==> config.mk <==
export PLATFORM = sky130hd
export DESIGN_NAME = uart_tx_arbiter
export DESIGN_NICKNAME = d
export VERILOG_FILES = /design/src/rtl/uart_tx_arbiter.sv
export SDC_FILE = /design/constraint.sdc
export NUM_CORES = 1
export LEC_CHECK = 0
export CAP_MARGIN = 20
export CORE_MARGIN = 3
export CORE_UTILIZATION = 41
export CTS_CLUSTER_DIAMETER = 40
export DETAILED_ROUTE_END_ITERATION = 8
export PLACE_DENSITY = 0.81
export SYNTH_ARGS = -nofsm -noshare
export SYNTH_HDL_FRONTEND = slang
export SYNTH_SLANG_ARGS = --single-unit
==> constraint.sdc <==
create_clock -name clk -period 2.1 [get_ports clk]
set_input_delay 0.42 -clock clk [delete_from_list [all_inputs] [get_ports clk]]
set_output_delay 0.42 -clock clk [all_outputs]
set_load 0.1 [all_outputs]
==> src/rtl/uart_tx_arbiter.sv <==
// Frame-atomic round-robin arbiter: up to four byte producers share one uartTx.
// A grant is held until the owner's last byte is taken or its stall times out.
module uart_tx_arbiter #(
   parameter int TIMEOUT_W = 16
) (
   input  logic                 clk,
   input  logic                 reset,
   input  logic [3:0]           srcEnable,
   input  logic [3:0]           srcAvail,
   input  logic [3:0]           srcLast,
   input  logic [31:0]          srcData,
   output logic [3:0]           srcNeeded,
   input  logic [TIMEOUT_W-1:0] timeoutCycles,
   input  logic                 txNeeded,
   output logic                 txAvail,
   output logic [7:0]           txData,
   output logic                 busy,
   output logic [1:0]           grantId,
   output logic                 timeoutFlag,
   input  logic                 clearFlag,
   output logic [15:0]          frameCount
);

   typedef enum logic [1:0] {
      ARB_IDLE    = 2'd0,
      ARB_GRANT   = 2'd1,
      ARB_RELEASE = 2'd2
   } arbState_t;

   localparam logic [TIMEOUT_W-1:0] STALL_ONE = TIMEOUT_W'(1);
   localparam logic [TIMEOUT_W-1:0] STALL_ZERO = '0;

   arbState_t            stateReg, stateNext;
   logic [1:0]           grantIdReg, grantIdNext;
   logic [TIMEOUT_W-1:0] stallCntReg, stallCntNext;
   logic [TIMEOUT_W-1:0] stallCntInc;
   logic                 timeoutFlagReg, timeoutFlagNext;
   logic [15:0]          frameCountReg, frameCountNext;
   logic                 txNeededDReg;

   logic [7:0]           srcByte [4];
   logic [3:0]           req;
   logic [3:0]           grantMask;

   logic                 pickFound;
   logic [1:0]           pickId;
   logic [1:0]           cand;

   logic                 ownerAvail;
   logic                 accept;
   logic                 lastAccepted;
   logic                 stalling;
   logic                 timeoutHit;

   genvar gi;
   generate
      for (gi = 0; gi < 4; gi++) begin : g_src
         assign srcByte[gi]   = srcData[8*gi +: 8];
         assign req[gi]       = srcAvail[gi] & srcEnable[gi];
         assign grantMask[gi] = (grantIdReg == 2'(gi));
      end
   endgenerate

   // Search starts just past the previous owner so every requester gets a turn.
   always_comb begin
      pickFound = 1'b0;
      pickId    = grantIdReg;
      cand      = grantIdReg;
      for (int k = 1; k <= 4; k++) begin
         cand = grantIdReg + 2'(k);
         if (!pickFound && req[cand]) begin
            pickFound = 1'b1;
            pickId    = cand;
         end
      end
   end

   assign ownerAvail   = srcAvail[grantIdReg];
   assign accept       = txNeededDReg & ~txNeeded & ownerAvail;
   assign lastAccepted = accept & srcLast[grantIdReg];
   assign stalling     = txNeeded & ~ownerAvail;
   assign stallCntInc  = stallCntReg + STALL_ONE;
   assign timeoutHit   = stalling && (timeoutCycles != STALL_ZERO)
                         && (stallCntInc == timeoutCycles);

   always_comb begin
      stateNext       = stateReg;
      grantIdNext     = grantIdReg;
      stallCntNext    = stallCntReg;
      timeoutFlagNext = timeoutFlagReg;
      frameCountNext  = frameCountReg;
      txAvail         = 1'b0;
      txData          = srcByte[grantIdReg];
      srcNeeded       = 4'b0000;
      busy            = 1'b0;

      if (clearFlag) begin
         timeoutFlagNext = 1'b0;
      end

      case (stateReg)
         ARB_IDLE: begin
            if (pickFound) begin
               grantIdNext  = pickId;
               stallCntNext = STALL_ZERO;
               stateNext    = ARB_GRANT;
            end
         end

         ARB_GRANT: begin
            busy      = 1'b1;
            txAvail   = ownerAvail;
            srcNeeded = grantMask & {4{txNeeded}};
            stallCntNext = stalling ? stallCntInc : STALL_ZERO;
            // A stalled owner cannot also present a byte, so these never coincide.
            if (lastAccepted) begin
               frameCountNext = frameCountReg + 16'd1;
               stateNext      = ARB_RELEASE;
            end else if (timeoutHit) begin
               timeoutFlagNext = 1'b1;
               stateNext       = ARB_RELEASE;
            end
         end

         // One dead cycle so uartTx never sees the old owner's byte as available.
         ARB_RELEASE: begin
            busy      = 1'b1;
            stateNext = ARB_IDLE;
         end

         default: begin
            stateNext = ARB_IDLE;
         end
      endcase
   end

   always_ff @(posedge clk) begin
      if (reset) begin
         stateReg       <= ARB_IDLE;
         grantIdReg     <= 2'd3;
         stallCntReg    <= STALL_ZERO;
         timeoutFlagReg <= 1'b0;
         frameCountReg  <= 16'd0;
         txNeededDReg   <= 1'b0;
      end else begin
         stateReg       <= stateNext;
         grantIdReg     <= grantIdNext;
         stallCntReg    <= stallCntNext;
         timeoutFlagReg <= timeoutFlagNext;
         frameCountReg  <= frameCountNext;
         txNeededDReg   <= txNeeded;
      end
   end

   assign grantId     = grantIdReg;
   assign timeoutFlag = timeoutFlagReg;
   assign frameCount  = frameCountReg;

endmodule

; After elaboration in Yosys (flattened, before gate mapping)
; Cells that the tools add are included.
[classes]
add_sub_neg = 5
magnitude_cmp = 5
eq_ne = 8
n_mux = 36
n_bitwise = 13
reduce_logical = 18
[ops]
columns = cell, n
row1 = 16-bit by 1-bit adder with 16-bit output (second input constant), 2
row2 = 16-bit 2-to-1 mux, 2
row3 = 16-bit case mux with 2 select lines, 1
row4 = 8-bit binary-select mux with 2-bit select, 1
row5 = 16-bit == test, 1
row6 = 1-bit 2-to-1 mux, 16
row7 = 8-bit 2-to-1 mux, 2
row8 = 16-bit nonzero test, 1
row9 = 1-bit binary-select mux with 2-bit select, 6
row10 = 2-bit by 3-bit less-than comparator with 1-bit output (second input constant), 4
row11 = 2-bit 2-to-1 mux, 6
row12 = 1-bit AND, 8
row13 = 2-bit == test (second input constant), 3
row14 = 2-bit AND reduction, 3
row15 = 1-bit logical AND, 5
row16 = 2-bit adder (second input constant), 2
row17 = 4-bit AND, 1
row18 = 2-bit by 1-bit == test with 1-bit output (second input constant), 2
row19 = 2-bit zero test, 2
row20 = 4-bit 2-to-1 mux, 1
row21 = 2-bit case mux with 2 select lines, 1
row22 = 4-bit AND reduction, 1
row23 = 3-bit greater-or-equal comparator (second input constant), 1
row24 = 1-bit zero test, 3
row25 = 8 further kinds, 10
[word_totals]
register_bits = 38
out_inout_bits = 33

; Depth between registers and ports, before layout
[logic_depth]
word_depth = 15
depth_mapped = 9
mapped_depth_nobuf = 8

; Worst setup path before layout
; Ideal clock, no wire load.
[synth_timing]
kind = reg-to-reg
from = reg grantIdReg[0], in the netlist grantId[0]
to = reg frameCountReg[13], in the netlist frameCount[13]
setup_ns = 0.128
arrival_time_ns = 2.614
required_ns = 1.972
setup_slack_ns = -0.642
path_stages_with_launch = 8
path_buffers = 0
period_less_slack_ns = 2.742
path_cell_list = dfxtp_1 > mux4_2 > and4_1 > and3_1 > and2_1 > nand3_1 > xor2_1 > nor2_1
[synth_via]
elab_chain_len = 5
word_cells_on_any_way = 7
classes_between = mux (4) / bitwise (2) / reduce/logical (1)
[synth_rtl]
columns = element, line_no
row1 = start: declaration, 34  ; logic [1:0] grantIdReg, grantIdNext;
row2 = start signal: assignment, 147  ; grantIdReg <= grantIdNext;
row3 = 1-bit binary-select mux with 2-bit select, 78  ; assign ownerAvail = srcAvail[grantIdReg];
row4 = 1-bit 2-to-1 mux (not written as such), 78
row5 = 1-bit AND, 79  ; assign accept = txNeededDReg & ~txNeeded & ownerAvail;
row6 = 1-bit AND (*), 80  ; assign lastAccepted = accept & srcLast[grantIdReg];
row7 = 2-bit AND reduction (no source line) (*), --
row8 = end signal: assignment, 150  ; frameCountReg <= frameCountNext;
row9 = end: declaration, 38  ; logic [15:0] frameCountReg, frameCountNext;
; Every way passes the cells marked *; elsewhere a longest branch is shown, timed or not. The select of a mux whose other input is x is not followed.
; A chain may end at the register's enable or synchronous reset.

; Final worst setup path
[layout_timing]
from = reg grantIdReg[0], in the netlist grantId[0]
to = out txData[1]
[layout_via]
elab_chain_len = 4
[layout_rtl]
columns = element, line_no
row1 = 2-bit NOT with 3-bit output (not written as such), 93  ; txData = srcByte[grantIdReg];
row2 = 8-bit binary-select mux with 2-bit select, 93
row3 = 8-bit 2-to-1 mux (not written as such) (2 in series), 93
row4 = end: declaration, 16  ; output logic [7:0] txData,
; No other way between the ends. The select of a mux whose other input is x is not followed.

==> impl_metrics.toml <==
[placement]
dp_slack_ps = -396
hpwl_um = 6720
portBuffers = 96
place_congestion = 0.863

[clocking]
cts.path.max_buffers = 2
ctsHoldBuffers = 0
clockRootBuffer = "clkbuf_8"
cts_made_buffers = 5
clock_sink_count = 38
htreeDepth = 2
clkTransAtPathRegs_ps = 80
cts_tree = "built"
clkLatencyLatePin_ps = 300

[power_and_ir_drop]
switching_share_pct = 40.5
cell_internal_pwr_w = 0.00194
p_leak_nw = 1.77
power.switching_w = 0.00132
pwr-share-clk_pct = 23.7
powerDensity_nw_per_um2 = 746
combPwrFrac_pct = 52.5
ir_worst_vdd_mv = 0.760
sequentialPowerShare_pct = 23.8

[route]
route.vias.total = 2895
route.detailed.drc = 0
drtIter0Drc = 121
avgRoutedWirePerCell_um = 16.4
ant_nets = 0
vias_per_cell = 5.45
dr.pass1.iters = 4
drt-total-wl_um = 8690

[synthesis]
async_flop_share_pct = 0
avgSynthCellArea_um2 = 8.53
synth_cell_types = 49
syn_nets = 391
syn-cell-area_um2 = 2720
synth_edf_count = 0
netlist_instances = 319
yosys_warnings = 0
synth_ff_type = "dfxtp_1"
ys_seq_area_share_pct = 28.0
synth-seq-cells = 38

[sta]
rsz0062_at_grt = "true"
worst_clock_skew_ps = 6.58
setup_viol = 0
max_freq_mhz = 490
fin_crit_sh_pct = 97.2
tightest_slew_ps = 511
finalMaxSlewViolations = 0
post-route-min-period_ps = 2040
slew_headroom_pct = 65.8
finalSetupTns_ps = 0
fin_ws_ps = 59.7
hold_violations = 0

[critical_path]
r2r_end = "stallCntReg[13]"
worstReg2RegStart = "grantId[1]"
r2r_cells = 5
arrival_ps = 1620
cp.required_ps = 1680
start_kind = "flip-flop"
path_class = "flip-flop to primary output"
r2r_slack_ps = 100
worstSetupEndpointType = "primary output"
crit_fanout = 14

[floorplan]
io_pins = 97
initial_core_util_pct = 42.6
coreArea_um2 = 6390
num_rows = 29
die_h_um = 87.5
die_x_um = 87.5
dieArea_um2 = 7650

[cells_and_area]
drive_gt1_share_pct = 29.1
antenna_cells = 0
synthToLayoutAreaGrowth_pct = 60.4
nNetsFinal = 525

[global_routing]
grt_max_degree = 17
grt_pass1_wl_um = 14200
grt_pass1_vias = 2983
gr-usage-all-layers_pct = 23.4
antenna_found_initial = 0
overflow = 0

[flow_run]
timing.max_cap.violations = 0

[hold_path]
hold_path_startpoint = "timeoutFlag"
min_path_type = "flip-flop to flip-flop"
min_to = "timeoutFlag"
min_path_cells = 2

[run_status]
status = "finished clean"
## power groups by stage
stage          Clock (W)  Combinational [W]  Sequential, W
2_1_floorplan          0           0.000941       0.000873
3_3_place_gp           0            0.00165       0.000785
3_5_place_dp           0            0.00168       0.000786
4_1_cts         0.000781            0.00170       0.000771
5_1_grt         0.000823            0.00178       0.000778
6_report        0.000772            0.00171       0.000774
## final cells by class
type | instances | area, µm²
fill | 480 | 2020
inverter | 7 | 26.3
timing repair buffer | 140 | 1410
clock inverter | 3 | 68.8
tap | 77 | 96.3
clock buffer | 5 | 68.8
multi-input combinational | 261 | 1920
sequential | 38 | 779
## synth_stat cells (all sizes together), types with 5 or more instances
library cell	instances	area share (%)
dfxtp	38	28
nor2	38	5.2
a21oi	23	4.2
xor2	21	6.8
nand3	20	3.7
o21ai	19	3.5
nand2	18	2.5
xnor2	16	5.2
mux4	11	9.1
nand4	11	3.1
and3	8	1.8
ha	8	3.7
nand3b	8	2.7
nor2b	8	1.8
clkbuf	7	0.97
inv	7	0.97
nor3	7	1.9
and2	6	1.6
buf	6	1.3
or3	6	1.4
and4	5	1.7
## worst max path at each step
stage | start | end | slack [ps] | cells after the start
floorplan | grantId[1] | stallCntReg[13] | -70 | 5
global route | grantId[1] | stateReg[0] | -20 | 6
finish | grantId[0] | txData[1] | 60 | 3
global placement | timeoutCycles[13] | stateReg[0] | -380 | 8
detailed placement | timeoutCycles[13] | stateReg[0] | -400 | 8
CTS | stallCntReg[2] | stateReg[0] | 3 | 7
## registers in the layout (all words and copies together) (netlist names)
| signal | count |
|---|---|
| grantId | 2 |
| txNeededDReg | 1 |
| frameCount | 16 |
| stallCntReg | 16 |
| timeoutFlag | 1 |
| stateReg | 2 |
## routing by layer
metal  track usage [%]  part of all wire (%)  up-vias  routed length, µm
met1              27.3                    40     1389               3450
met4              7.95                   2.4        0                206
met5                 0                     0        -                  0
met3              3.88                   3.9       17                335
met2              42.7                    54       67               4700
li1                  -                     -     1422                  -
## metrics by stage
stage                     utilization [%]  total power [W]  hold slack [ps]  instance area [µm²]  instances
final                                68.3          0.00325              496                 4360        531
after floorplan                         -          0.00181              469                 2750        319
after global placement               65.3          0.00243              465                 4170        522
after detailed placement             65.3          0.00246              491                 4170        522
after global routing                 68.3          0.00338              515                 4360        531
after CTS                            67.5          0.00325              503                 4310        530
## cells in the final DEF, fill, tap and decap left out, types with 8 or more instances in the layout
cell	instances
nand3_1	20
nor2b_1	8
xnor2_1	15
xor2_1	21
mux4_2	11
a21oi_1	23
dfxtp_1	27
o21ai_0	17
buf_4	60
nor2_1	37
nand4_1	10
buf_12	16
nand2_1	18
clkdlybuf4s50_1	58
dfxtp_2	9
## critical path, stage by stage (launching register included)
cell     delay [ps]
dfxtp_4         400
buf_12          160
mux4_2          550
buf_12          190
## logic make-up after synthesis
| logic type | after synthesis | synth area share, % |
|---|---|---|
| and+or+nand+nor | 146 | 30.2 |
| AOI/OAI and AO/OA | 54 | 11.9 |
| DFF | 38 | 28.0 |
| xor gates and xnor gates | 37 | 11.9 |
| buffers and inverters | 20 | 3.22 |
| muxes | 16 | 11.1 |
| adders and majority gates | 8 | 3.68 |
## timing repair
action | 4_1_cts | 5_1_grt
setup buffers | 0 | 1
endpoints found under the setup margin | 13 | 13
resized for setup | 9 | 12
pin swaps | 0 | 1
Power figures use the tool's default switching activity.
